$ cat config.mk
export PLATFORM = sky130hd
export DESIGN_NAME = cudb_scan_sched
export DESIGN_NICKNAME = d
export VERILOG_FILES = /design/src/rtl/cudb_sched_pkg.sv /design/src/rtl/cudb_wr_mux.sv /design/src/rtl/cudb_scan_sched.sv
export SDC_FILE = /design/constraint.sdc
export NUM_CORES = 1
export LEC_CHECK = 0
export CAP_MARGIN = 10
export CORE_MARGIN = 5
export CORE_UTILIZATION = 39
export CTS_CLUSTER_SIZE = 16
export DETAILED_ROUTE_END_ITERATION = 7
export GPL_ROUTABILITY_DRIVEN = 0
export GPL_TIMING_DRIVEN = 0
export PLACE_DENSITY_LB_ADDON = 0.3
export REMOVE_ABC_BUFFERS = 1
export SYNTH_ARGS = -nofsm -noshare
export SYNTH_HDL_FRONTEND = slang
export SYNTH_HIERARCHICAL = 1
export SYNTH_SLANG_ARGS = --single-unit
$ cat constraint.sdc
create_clock -name clk -period 3 [get_ports clk]
set_clock_uncertainty 0.2 [all_clocks]
set_input_delay 0.45 -clock clk [delete_from_list [all_inputs] [get_ports clk]]
set_output_delay 0.45 -clock clk [all_outputs]
set_load 0.005 [all_outputs]
$ cat src/rtl/cudb_sched_pkg.sv
// cudb_sched_pkg: shared widths, one-hot scheduler states and the CUDB write record
package cudb_sched_pkg;
  localparam int CUDB_AW = 13;
  localparam int CUDB_DW = 8;
  localparam int BASE_W = 10;
  localparam logic [4:0] S_IDLE   = 5'b00001;
  localparam logic [4:0] S_LAUNCH = 5'b00010;
  localparam logic [4:0] S_WAIT   = 5'b00100;
  localparam logic [4:0] S_DRAIN  = 5'b01000;
  localparam logic [4:0] S_FINISH = 5'b10000;
  typedef struct packed {
    logic                wren;
    logic [CUDB_AW-1:0]  addr;
    logic [CUDB_DW-1:0]  din;
  } cudb_wr_t;
endpackage

$ cat src/rtl/cudb_wr_mux.sv
// cudb_wr_mux: registered N_AREA:1 CUDB write-port mux; with CUDB_WRGUARD_EN defined,
// granted writes outside the 128-byte window of the launched base are dropped and flagged.
module cudb_wr_mux import cudb_sched_pkg::*; #(
  parameter int N_AREA = 4,
  parameter int IW = 2
) (
  input  logic                        clk,
  input  logic                        rst,
  input  logic                        i_grant,
  input  logic [IW-1:0]               i_idx,
  input  logic [N_AREA-1:0]           im_wren,
  input  logic [N_AREA*CUDB_AW-1:0]   im_waddr,
  input  logic [N_AREA*CUDB_DW-1:0]   im_wdata,
`ifdef CUDB_WRGUARD_EN
  input  logic [8:0]                  i_base,
  input  logic                        i_clr,
  output logic                        o_wrguard_err,
`endif
  output logic                        o_wren,
  output logic [CUDB_AW-1:0]          om_addr,
  output logic [CUDB_DW-1:0]          om_din
);
  logic               w_wen;
  logic               w_fwd;
  logic [CUDB_AW-1:0] w_addr;
  logic [CUDB_DW-1:0] w_data;
  cudb_wr_t           r_out;
  assign w_wen  = i_grant & im_wren[i_idx];
  assign w_addr = im_waddr[int'(i_idx)*CUDB_AW +: CUDB_AW];
  assign w_data = im_wdata[int'(i_idx)*CUDB_DW +: CUDB_DW];
`ifdef CUDB_WRGUARD_EN
  logic [CUDB_AW-1:0] w_lo;
  logic               w_in;
  logic               r_err;
  // window may extend past the top of the RAM; the >= test keeps the subtraction from wrapping
  assign w_lo  = {i_base, 4'd0};
  assign w_in  = (w_addr >= w_lo) && ((w_addr - w_lo) < CUDB_AW'(128));
  assign w_fwd = w_wen & w_in;
  always_ff @(posedge clk) r_err <= !rst && !i_clr && (r_err || (w_wen && !w_in));
  assign o_wrguard_err = r_err;
`else
  assign w_fwd = w_wen;
`endif
  always_ff @(posedge clk)
    r_out <= rst ? '0 : {w_fwd, w_addr & {CUDB_AW{i_grant}}, w_data & {CUDB_DW{i_grant}}};
  assign o_wren  = r_out.wren;
  assign om_addr = r_out.addr;
  assign om_din  = r_out.din;
endmodule

$ cat src/rtl/cudb_scan_sched.sv
// cudb_scan_sched: sequences the area-scan engines one at a time and grants each the CUDB write port.
// Define CUDB_WRGUARD_EN to add the base-window write guard and the o_wrguard_err port.
module cudb_scan_sched import cudb_sched_pkg::*; #(
  parameter int N_AREA = 4,
  parameter int TIMEOUT = 512,
  parameter int DRAIN = 6
) (
  input  logic                        clk,
  input  logic                        rst,
  input  logic                        i_cycle_start,
  input  logic [N_AREA-1:0]           im_area_en,
  input  logic [N_AREA*BASE_W-1:0]    im_base_addr,
  output logic [N_AREA-1:0]           om_area_start,
  output logic [BASE_W-1:0]           om_area_base_addr,
  input  logic [N_AREA-1:0]           im_area_done,
  input  logic [N_AREA-1:0]           im_wren,
  input  logic [N_AREA*CUDB_AW-1:0]   im_waddr,
  input  logic [N_AREA*CUDB_DW-1:0]   im_wdata,
  output logic                        o_cudb_wren,
  output logic [CUDB_AW-1:0]          om_cudb_addr,
  output logic [CUDB_DW-1:0]          om_cudb_din,
  output logic                        o_busy,
  output logic                        o_cycle_done,
  output logic [N_AREA-1:0]           om_timeout_flags,
`ifdef CUDB_WRGUARD_EN
  output logic                        o_wrguard_err,
`endif
  output logic                        o_overrun
);
  localparam int IW = N_AREA > 1 ? $clog2(N_AREA) : 1;
  localparam int CW = $clog2((TIMEOUT > DRAIN ? TIMEOUT : DRAIN) + 1);
  logic [4:0]        r_state;
  logic [N_AREA-1:0] r_en;
  logic [IW-1:0]     r_idx;
  logic [CW-1:0]     r_cnt;
  logic [BASE_W-1:0] r_base;
  logic              r_busy;
  logic              r_done;
  logic              r_overrun;
  logic [N_AREA-1:0] r_tflags;
  logic [IW:0]       w_first;
  logic [IW:0]       w_next;
  logic [BASE_W-1:0] w_base_live;
  logic              w_accept;
  logic              w_grant;
  logic              w_done_sel;
  logic              w_tmo;
  logic              w_drain_end;
  // returns {found, lowest set index >= lo}
  function automatic logic [IW:0] pick(input logic [N_AREA-1:0] m, input int lo);
    pick = '0;
    for (int j = N_AREA-1; j >= 0; j--)
      if (m[j] && j >= lo) pick = {1'b1, IW'(j)};
  endfunction
  assign w_first     = pick(im_area_en, 0);
  assign w_next      = pick(r_en, int'(r_idx) + 1);
  assign w_base_live = im_base_addr[int'(r_idx)*BASE_W +: BASE_W];
  assign w_accept    = (r_state == S_IDLE) && i_cycle_start;
  assign w_grant     = |(r_state & (S_LAUNCH | S_WAIT | S_DRAIN));
  assign w_done_sel  = im_area_done[r_idx];
  assign w_tmo       = r_cnt == CW'(TIMEOUT-1);
  assign w_drain_end = r_cnt == CW'(DRAIN-1);
  always_ff @(posedge clk) begin
    if (rst) begin
      r_state   <= S_IDLE;
      r_en      <= '0;
      r_idx     <= '0;
      r_cnt     <= '0;
      r_base    <= '0;
      r_busy    <= 1'b0;
      r_done    <= 1'b0;
      r_overrun <= 1'b0;
      r_tflags  <= '0;
    end else begin
      r_done    <= 1'b0;
      r_overrun <= i_cycle_start & r_busy;
      case (r_state)
        S_IDLE: if (w_accept) begin
          r_en     <= im_area_en;
          r_idx    <= w_first[IW-1:0];
          r_tflags <= '0;
          r_busy   <= 1'b1;
          r_state  <= w_first[IW] ? S_LAUNCH : S_FINISH;
        end
        S_LAUNCH: begin
          r_cnt   <= '0;
          r_base  <= w_base_live;
          r_state <= S_WAIT;
        end
        S_WAIT: if (w_done_sel || w_tmo) begin
          r_cnt   <= '0;
          r_state <= S_DRAIN;
          if (!w_done_sel) r_tflags[r_idx] <= 1'b1;
        end else r_cnt <= r_cnt + 1'b1;
        // grant stays with the finished engine while its write pipeline empties
        S_DRAIN: if (w_drain_end) begin
          r_cnt   <= '0;
          r_idx   <= w_next[IW] ? w_next[IW-1:0] : r_idx;
          r_state <= w_next[IW] ? S_LAUNCH : S_FINISH;
        end else r_cnt <= r_cnt + 1'b1;
        S_FINISH: begin
          r_busy  <= 1'b0;
          r_done  <= 1'b1;
          r_state <= S_IDLE;
        end
        default: r_state <= S_IDLE;
      endcase
    end
  end
  assign om_area_start     = (r_state == S_LAUNCH) ? N_AREA'(1) << r_idx : '0;
  assign om_area_base_addr = (r_state == S_LAUNCH) ? w_base_live : r_base;
  assign o_busy            = r_busy;
  assign o_cycle_done      = r_done;
  assign om_timeout_flags  = r_tflags;
  assign o_overrun         = r_overrun;
  cudb_wr_mux #(.N_AREA(N_AREA), .IW(IW)) u_mux (
    .clk           (clk),
    .rst           (rst),
    .i_grant       (w_grant),
    .i_idx         (r_idx),
    .im_wren       (im_wren),
    .im_waddr      (im_waddr),
    .im_wdata      (im_wdata),
`ifdef CUDB_WRGUARD_EN
    .i_base        (om_area_base_addr[8:0]),
    .i_clr         (w_accept),
    .o_wrguard_err (o_wrguard_err),
`endif
    .o_wren        (o_cudb_wren),
    .om_addr       (om_cudb_addr),
    .om_din        (om_cudb_din)
  );
endmodule

==> key figures, run 1 <==
Outcome
  • Status: completed

STA
  • F_max: 0.347 GHz
  • Rel. slew slack: 0.259
  • Pins over their slew limit: 0
  • Final Hold Slack: between 200 and 300 ps
  • Worst slew pin tran: around 1100 ps
  • Hold Vio Cnt, Final: 0
  • Min Tclk post-route: 2880 ps
  • Final setup viols: 0
  • Total negative slack: 0 ps
  • Final Cycle Share: 0.961
  • RSZ-0062 raised after global routing: no

Placed design
  • Post-Place Cell Area: 5160 um2
  • Dpl hpwl: between 8 and 9 mm
  • # port buffers: 181
  • Placed cells: 590

Layout
  • Layout Utilization: 0.660
  • Diodes inserted: 0
  • Final Instance Area: 5420 um2
  • P&R area growth vs syn: 64.3%
  • Layout cell share with drive strength beyond 1: 0.135
  • Fin cells: 607
  • Nets@finish: ~640

Logic synthesis
  • Compound-gate portion of the synthesized area: 0.173
  • Area leader, netlist: dfxtp_1
  • Number of synthesized register bits: 59
  • Post-synth EDFFs: 0
  • Syn_area_per_cell: between 10 and 15 um2
  • Post-synth top cells: 59 x dfxtp_1, 45 x mux2i_1, 24 x nand2_1, 20 x o22ai_2, 17 x nor2_1
  • Cell count after synthesis: 325
  • Area share of fa/ha/maj cells after synthesis: 0.00758
  • Post-synthesis mux area share: 0.246
  • Synth Area in XOR/XNOR: 0.00531
  • Count leader, synth: dfxtp_1
  • Sequential fraction of the synthesis area: 0.358
  • Top_reg_cell synth: dfxtp_1
  • Area share of and/or/nand/nor cells after synthesis: 0.165
  • Post-synth ARST share: 0
  • Top cells by area, synth: dfxtp_1 36%, mux2i_1 14%, o22ai_2 7.6%
  • Largest family of logic cells by synthesized area: multiplexers
  • Synth Cell Area: 3300 um2
  • Top-area cell type share of the netlist area: 0.358
  • Yosys warning count: 6
  • Library cells used by synthesis: between 50 and 60

Floorplanning
  • Die W: ~100 um
  • Die footprint: between 10000 and 15000 um2
  • DIE HEIGHT: 102 um
  • I/O Pins: 182
  • Core area: approximately 8200 um2
  • Initial Util: 0.402
  • FP Rows: 33

Clock tree
  • Hold buffers post-CTS: 0
  • Root buffer cell: clkbuf_8
  • Clock latency on the worst-skew pair: 330 ps
  • Clock transition at path regs: 70 ps
  • CTS Buf Count: 9
  • Max Root-Sink Buffers: 2
  • CTS tree: done
  • H-tree levels: 3
  • Clock Sink Count: about 60

Pwr
  • Maximum VDD drop: 0.201 mV
  • Static Leak: roughly 0.0019 uW
  • Power Density: between 400 and 500 nW/um2

Detailed routing
  • Vias: between 3000 and 4000
  • Routed Antenna Nets: 0
  • Total wire length: 10.5 mm
  • Vias per cell: 5.41
  • DRT iter0 DRCs: 112
  • Drt first pass iters: 4
  • Remaining DRCs: 0
  • Per-cell routed wire length: 17.2 um

Global routing
  • Gr usage total: 0.204
  • Largest net degree at the start of global routing: 44
  • Grt total ovfl: 0
  • Initial antenna violation count: 0
  • Vias in the first global route: 3524
  • First-pass GRT wire length: 16.6 mm

Critical path
  • Worst path cell trace: mux4_2 -> or4b_4 -> o2bb2ai_4 -> or4b_1 -> a31oi_1
  • CP Capture Type: register
  • CP Max Fanout: 12
  • Data required, critical path: 3040 ps
  • Crit start category: register
  • Worst-path cell with the longest stage delay: mux4_2
  • WP data arrival: 2920 ps
  • CP max stage delay: 580 ps
  • Crit Path Class: register to register

Run
  • Max Cap Viol: 0

Min path
  • Worst hold path type: register to register
-- logic make-up (layout without fill, tap and decap cells) --
kind of cell	after synthesis	count (layout)
fa+ha+maj	2	2
flops	59	59
xor+xnor	2	2
simple gates	103	103
mux	66	66
buf+inv	28	205
compound gates	65	65
-- per-layer routing --
metal | up-vias | routed length, um | track usage
met5 | - | 0 | 0
met4 | 0 | 237 | 0.0868
met3 | 18 | 1070 | 0.0812
met2 | 150 | 5560 | 0.379
met1 | 1542 | 3600 | 0.200
li1 | 1572 | - | -
-- cell usage in the layout, fill, tap and decap left out, types with 3 or more instances in the layout --
master,instances
a21oi_1,7
a31oi_1,7
and2_1,13
and3_1,3
clkbuf_8,11
clkdlybuf4s50_1,181
clkinv_2,3
dfxtp_1,57
inv_1,5
mux2_2,10
mux2i_1,45
mux4_2,11
nand2_1,24
nand3_1,7
nor2_1,17
nor2b_1,4
nor3_1,11
nor4_1,7
o21ai_0,7
o22ai_1,3
o22ai_2,20
or3_1,3
-- where the power goes --
group,internal (uW),switching (uW)
logic,357,197
registers,821,44.9
clock network,509,319
total,1690,561
-- final timing paths --
path | startpoint | cells after the start | slack, ps | to
max reg2reg | r_idx[0]$_SDFFE_PP0P_ | 5 | 120 | r_cnt[7]$_SDFFE_PP0P_
max | r_idx[0]$_SDFFE_PP0P_ | 5 | 120 | r_cnt[7]$_SDFFE_PP0P_
min reg2reg | r_en[1]$_SDFFE_PP0P_ | 2 | 280 | r_en[1]$_SDFFE_PP0P_
min | r_en[1]$_SDFFE_PP0P_ | 2 | 280 | r_en[1]$_SDFFE_PP0P_
-- stage by stage --
step | total power [uW] | setup WS, ps
2_1_floorplan | 1130 | -1260
6_report | 2250 | 118
3_5_place_dp | 1440 | -689
3_3_place_gp | 1430 | -1970
5_1_grt | 2350 | 3.13
4_1_cts | 2260 | 23.7
-- flip-flops by register name, indices dropped and copies added (netlist names) --
signal            count
r_state               5
u_mux/o_wren          1
r_en                  3
r_cnt                10
o_cycle_done          1
u_mux/om_addr        13
o_overrun             1
r_base               10
u_mux/om_din          8
r_idx                 2
o_busy                1
om_timeout_flags      4
-- worst max-delay path, delay by kind of cell, from the launching register on --
kind	cells	cell delay (ps)
mux	1	580
compound gates	2	480
simple gates	2	1040
flops	1	490
-- final cells by class --
class / count / area [um2]
Clock buffer: 11 / 151
Clock inverter: 5 / 75.1
Fill cell: 653 / 2800
Inverter: 5 / 18.8
Multi-Input combinational cell: 238 / 1990
Sequential cell: 59 / 1190
Tap cell: 105 / 131
Timing Repair Buffer: 184 / 1860
-- repair_timing --
item / CTS / global route
resized for setup: 4 / 1
setup endpoints to repair: 31 / 12
setup buffers: 0 / 1
Power figures use the tool's default switching activity.
==> run 2, diff against run 1 <==
RECOVER_POWER = 100   (was unset)
TNS_END_PERCENT = 5   (was unset)
==> run 2 against run 1 <==
Against the previous run:
- routed wire length barely moved
- hold slack barely moved
- clock power barely moved
- global-route usage did not move
- die area did not move
- final cell count did not move
==> key figures, run 2 (synthesis gave the netlist of run 1 again) <==
Global routing
  • Vias in the first global route: 3524
  • Gr usage total: 0.204
  • First-pass GRT wire length: 16.6 mm
  • Grt total ovfl: 0
  • Largest net degree at the start of global routing: 44
  • Initial antenna violation count: 0

STA
  • Hold Vio Cnt, Final: 0
  • Rel. slew slack: 0.270
  • Setup WS post-layout: 134 ps
  • Pins over their slew limit: 0
  • Final Hold Slack: 276 ps
  • RSZ-0062 raised after global routing: no
  • Min Tclk post-route: 2870 ps
  • F_max: 0.349 GHz
  • Final setup viols: 0
  • Worst slew pin tran: 1070 ps
  • Final Cycle Share: 0.955

Pwr
  • Reg power frac: 0.388
  • Static Leak: 0.00200 uW
  • Combinational fraction of design power: 0.241
  • Power Density: 415 nW/um2
  • Maximum VDD drop: 0.199 mV
  • Net Switching: 554 uW
  • Clock Power Share: 0.371
  • Int Power: 1670 uW
  • Switching Share: 0.249

Layout
  • Diodes inserted: 0
  • Max reg flops: 13
  • Nets@finish: 638
  • Layout cell share with drive strength beyond 1: 0.118
  • Most frequent cells in the layout: 148 x clkdlybuf4s50_1, 57 x dfxtp_1, 45 x mux2i_1
  • Fin cells: 607
  • Most common cell after layout, fill and taps aside: clkdlybuf4s50_1
  • P&R area growth vs syn: 62.7%
  • Layout Utilization: 0.654

Critical path
  • Reg2Reg Depth: 5
  • CP Max Fanout: 12
  • CP Capture Type: register
  • Reg2Reg Launch Point: r_idx[0]$_SDFFE_PP0P_
  • Crit Path Class: register to register
  • Crit start category: register
  • Data required, critical path: 3050 ps
  • WP data arrival: 2920 ps
  • Critical path origin: r_idx[0]$_SDFFE_PP0P_

Placed design
  • Dpl ws: -689 ps
  • Dpl hpwl: 8.24 mm
  • Placed cells: 590
  • # port buffers: around 180

Detailed routing
  • Remaining DRCs: 0
  • Routed Antenna Nets: 0
  • Total wire length: 10.5 mm
  • Per-cell routed wire length: 17.2 um
  • Drt first pass iters: 4
  • Vias per cell: 5.38
  • Vias: 3264
  • DRT iter0 DRCs: 114

Clock tree
  • Clock Sink Count: 59
  • Clock transition at path regs: 70 ps
  • H-tree levels: 3
  • CTS Buf Count: 9
  • Root buffer cell: clkbuf_8
  • Clock latency on the worst-skew pair: around 330 ps
  • Max Root-Sink Buffers: 2
  • CTS tree: done

Floorplanning
  • DIE HEIGHT: ~100 um
  • FP Rows: 33
  • Core area: around 8200 um2
  • Die footprint: 10400 um2
  • Die W: 102 um
  • I/O Pins: approximately 180
  • Initial Util: 0.402

Min path
  • Worst hold path type: register to register
  • Hold Path Origin: r_en[1]$_SDFFE_PP0P_
  • Hold depth: 2

Run
  • Max Cap Viol: 0

Outcome
  • Status: completed
run 2: metal layers:
metal | global-route usage | share of wire
met5 | 0 | 0
met4 | 0.0868 | 0.025
met3 | 0.0812 | 0.10
met2 | 0.379 | 0.53
met1 | 0.200 | 0.34
run 2: final timing paths:
kind | end | slack [ps]
worst max-delay path | r_cnt[7]$_SDFFE_PP0P_ | 130
worst min-delay path | r_en[1]$_SDFFE_PP0P_ | 280
worst max register to register | r_cnt[7]$_SDFFE_PP0P_ | 130
worst min register to register | r_en[1]$_SDFFE_PP0P_ | 280
run 2: power by group through the flow:
stage | combinational (uW) | sequential (uW) | clock [uW]
final | 536 | 864 | 827
after global placement | 522 | 911 | 0
after CTS | 550 | 871 | 839
after global routing | 575 | 872 | 882
after floorplan | 235 | 898 | 0
after detailed placement | 548 | 888 | 0
run 2: final cells by class:
class | count | area [um2]
flip-flops and latches | 59 | 1190
inverters | 5 | 18.8
fillers | 656 | 2850
multi-input cells | 238 | 1960
clock inverters | 5 | 75.1
well taps | 105 | 131
repair buffers | 184 | 1850
clock buffers | 11 | 151
run 2: repair_timing:
| action | CTS | global route |
|---|---|---|
| setup endpoints to repair | 31 | 12 |
| cloned | 0 | 0 |
| gates resized for setup | 4 | 1 |
| hold buffers | 0 | 0 |
| setup buffers | 0 | 1 |
run 2: critical path: stages, from the launching register on:
cell and delay, ps:
dfxtp_4 490, mux4_2 570, or4b_4 570, o2bb2ai_4 310, or4b_1 470, a31oi_1 170
run 2: metrics by stage:
stage               power [uW]  TNS [ps]  cell area, um2
global route              2330         0            5370
detailed placement        1440     -4310            5160
floorplan                 1130    -21560            3170
finish                    2230         0            5370
CTS                       2260         0            5410
global placement          1430    -65930            5110
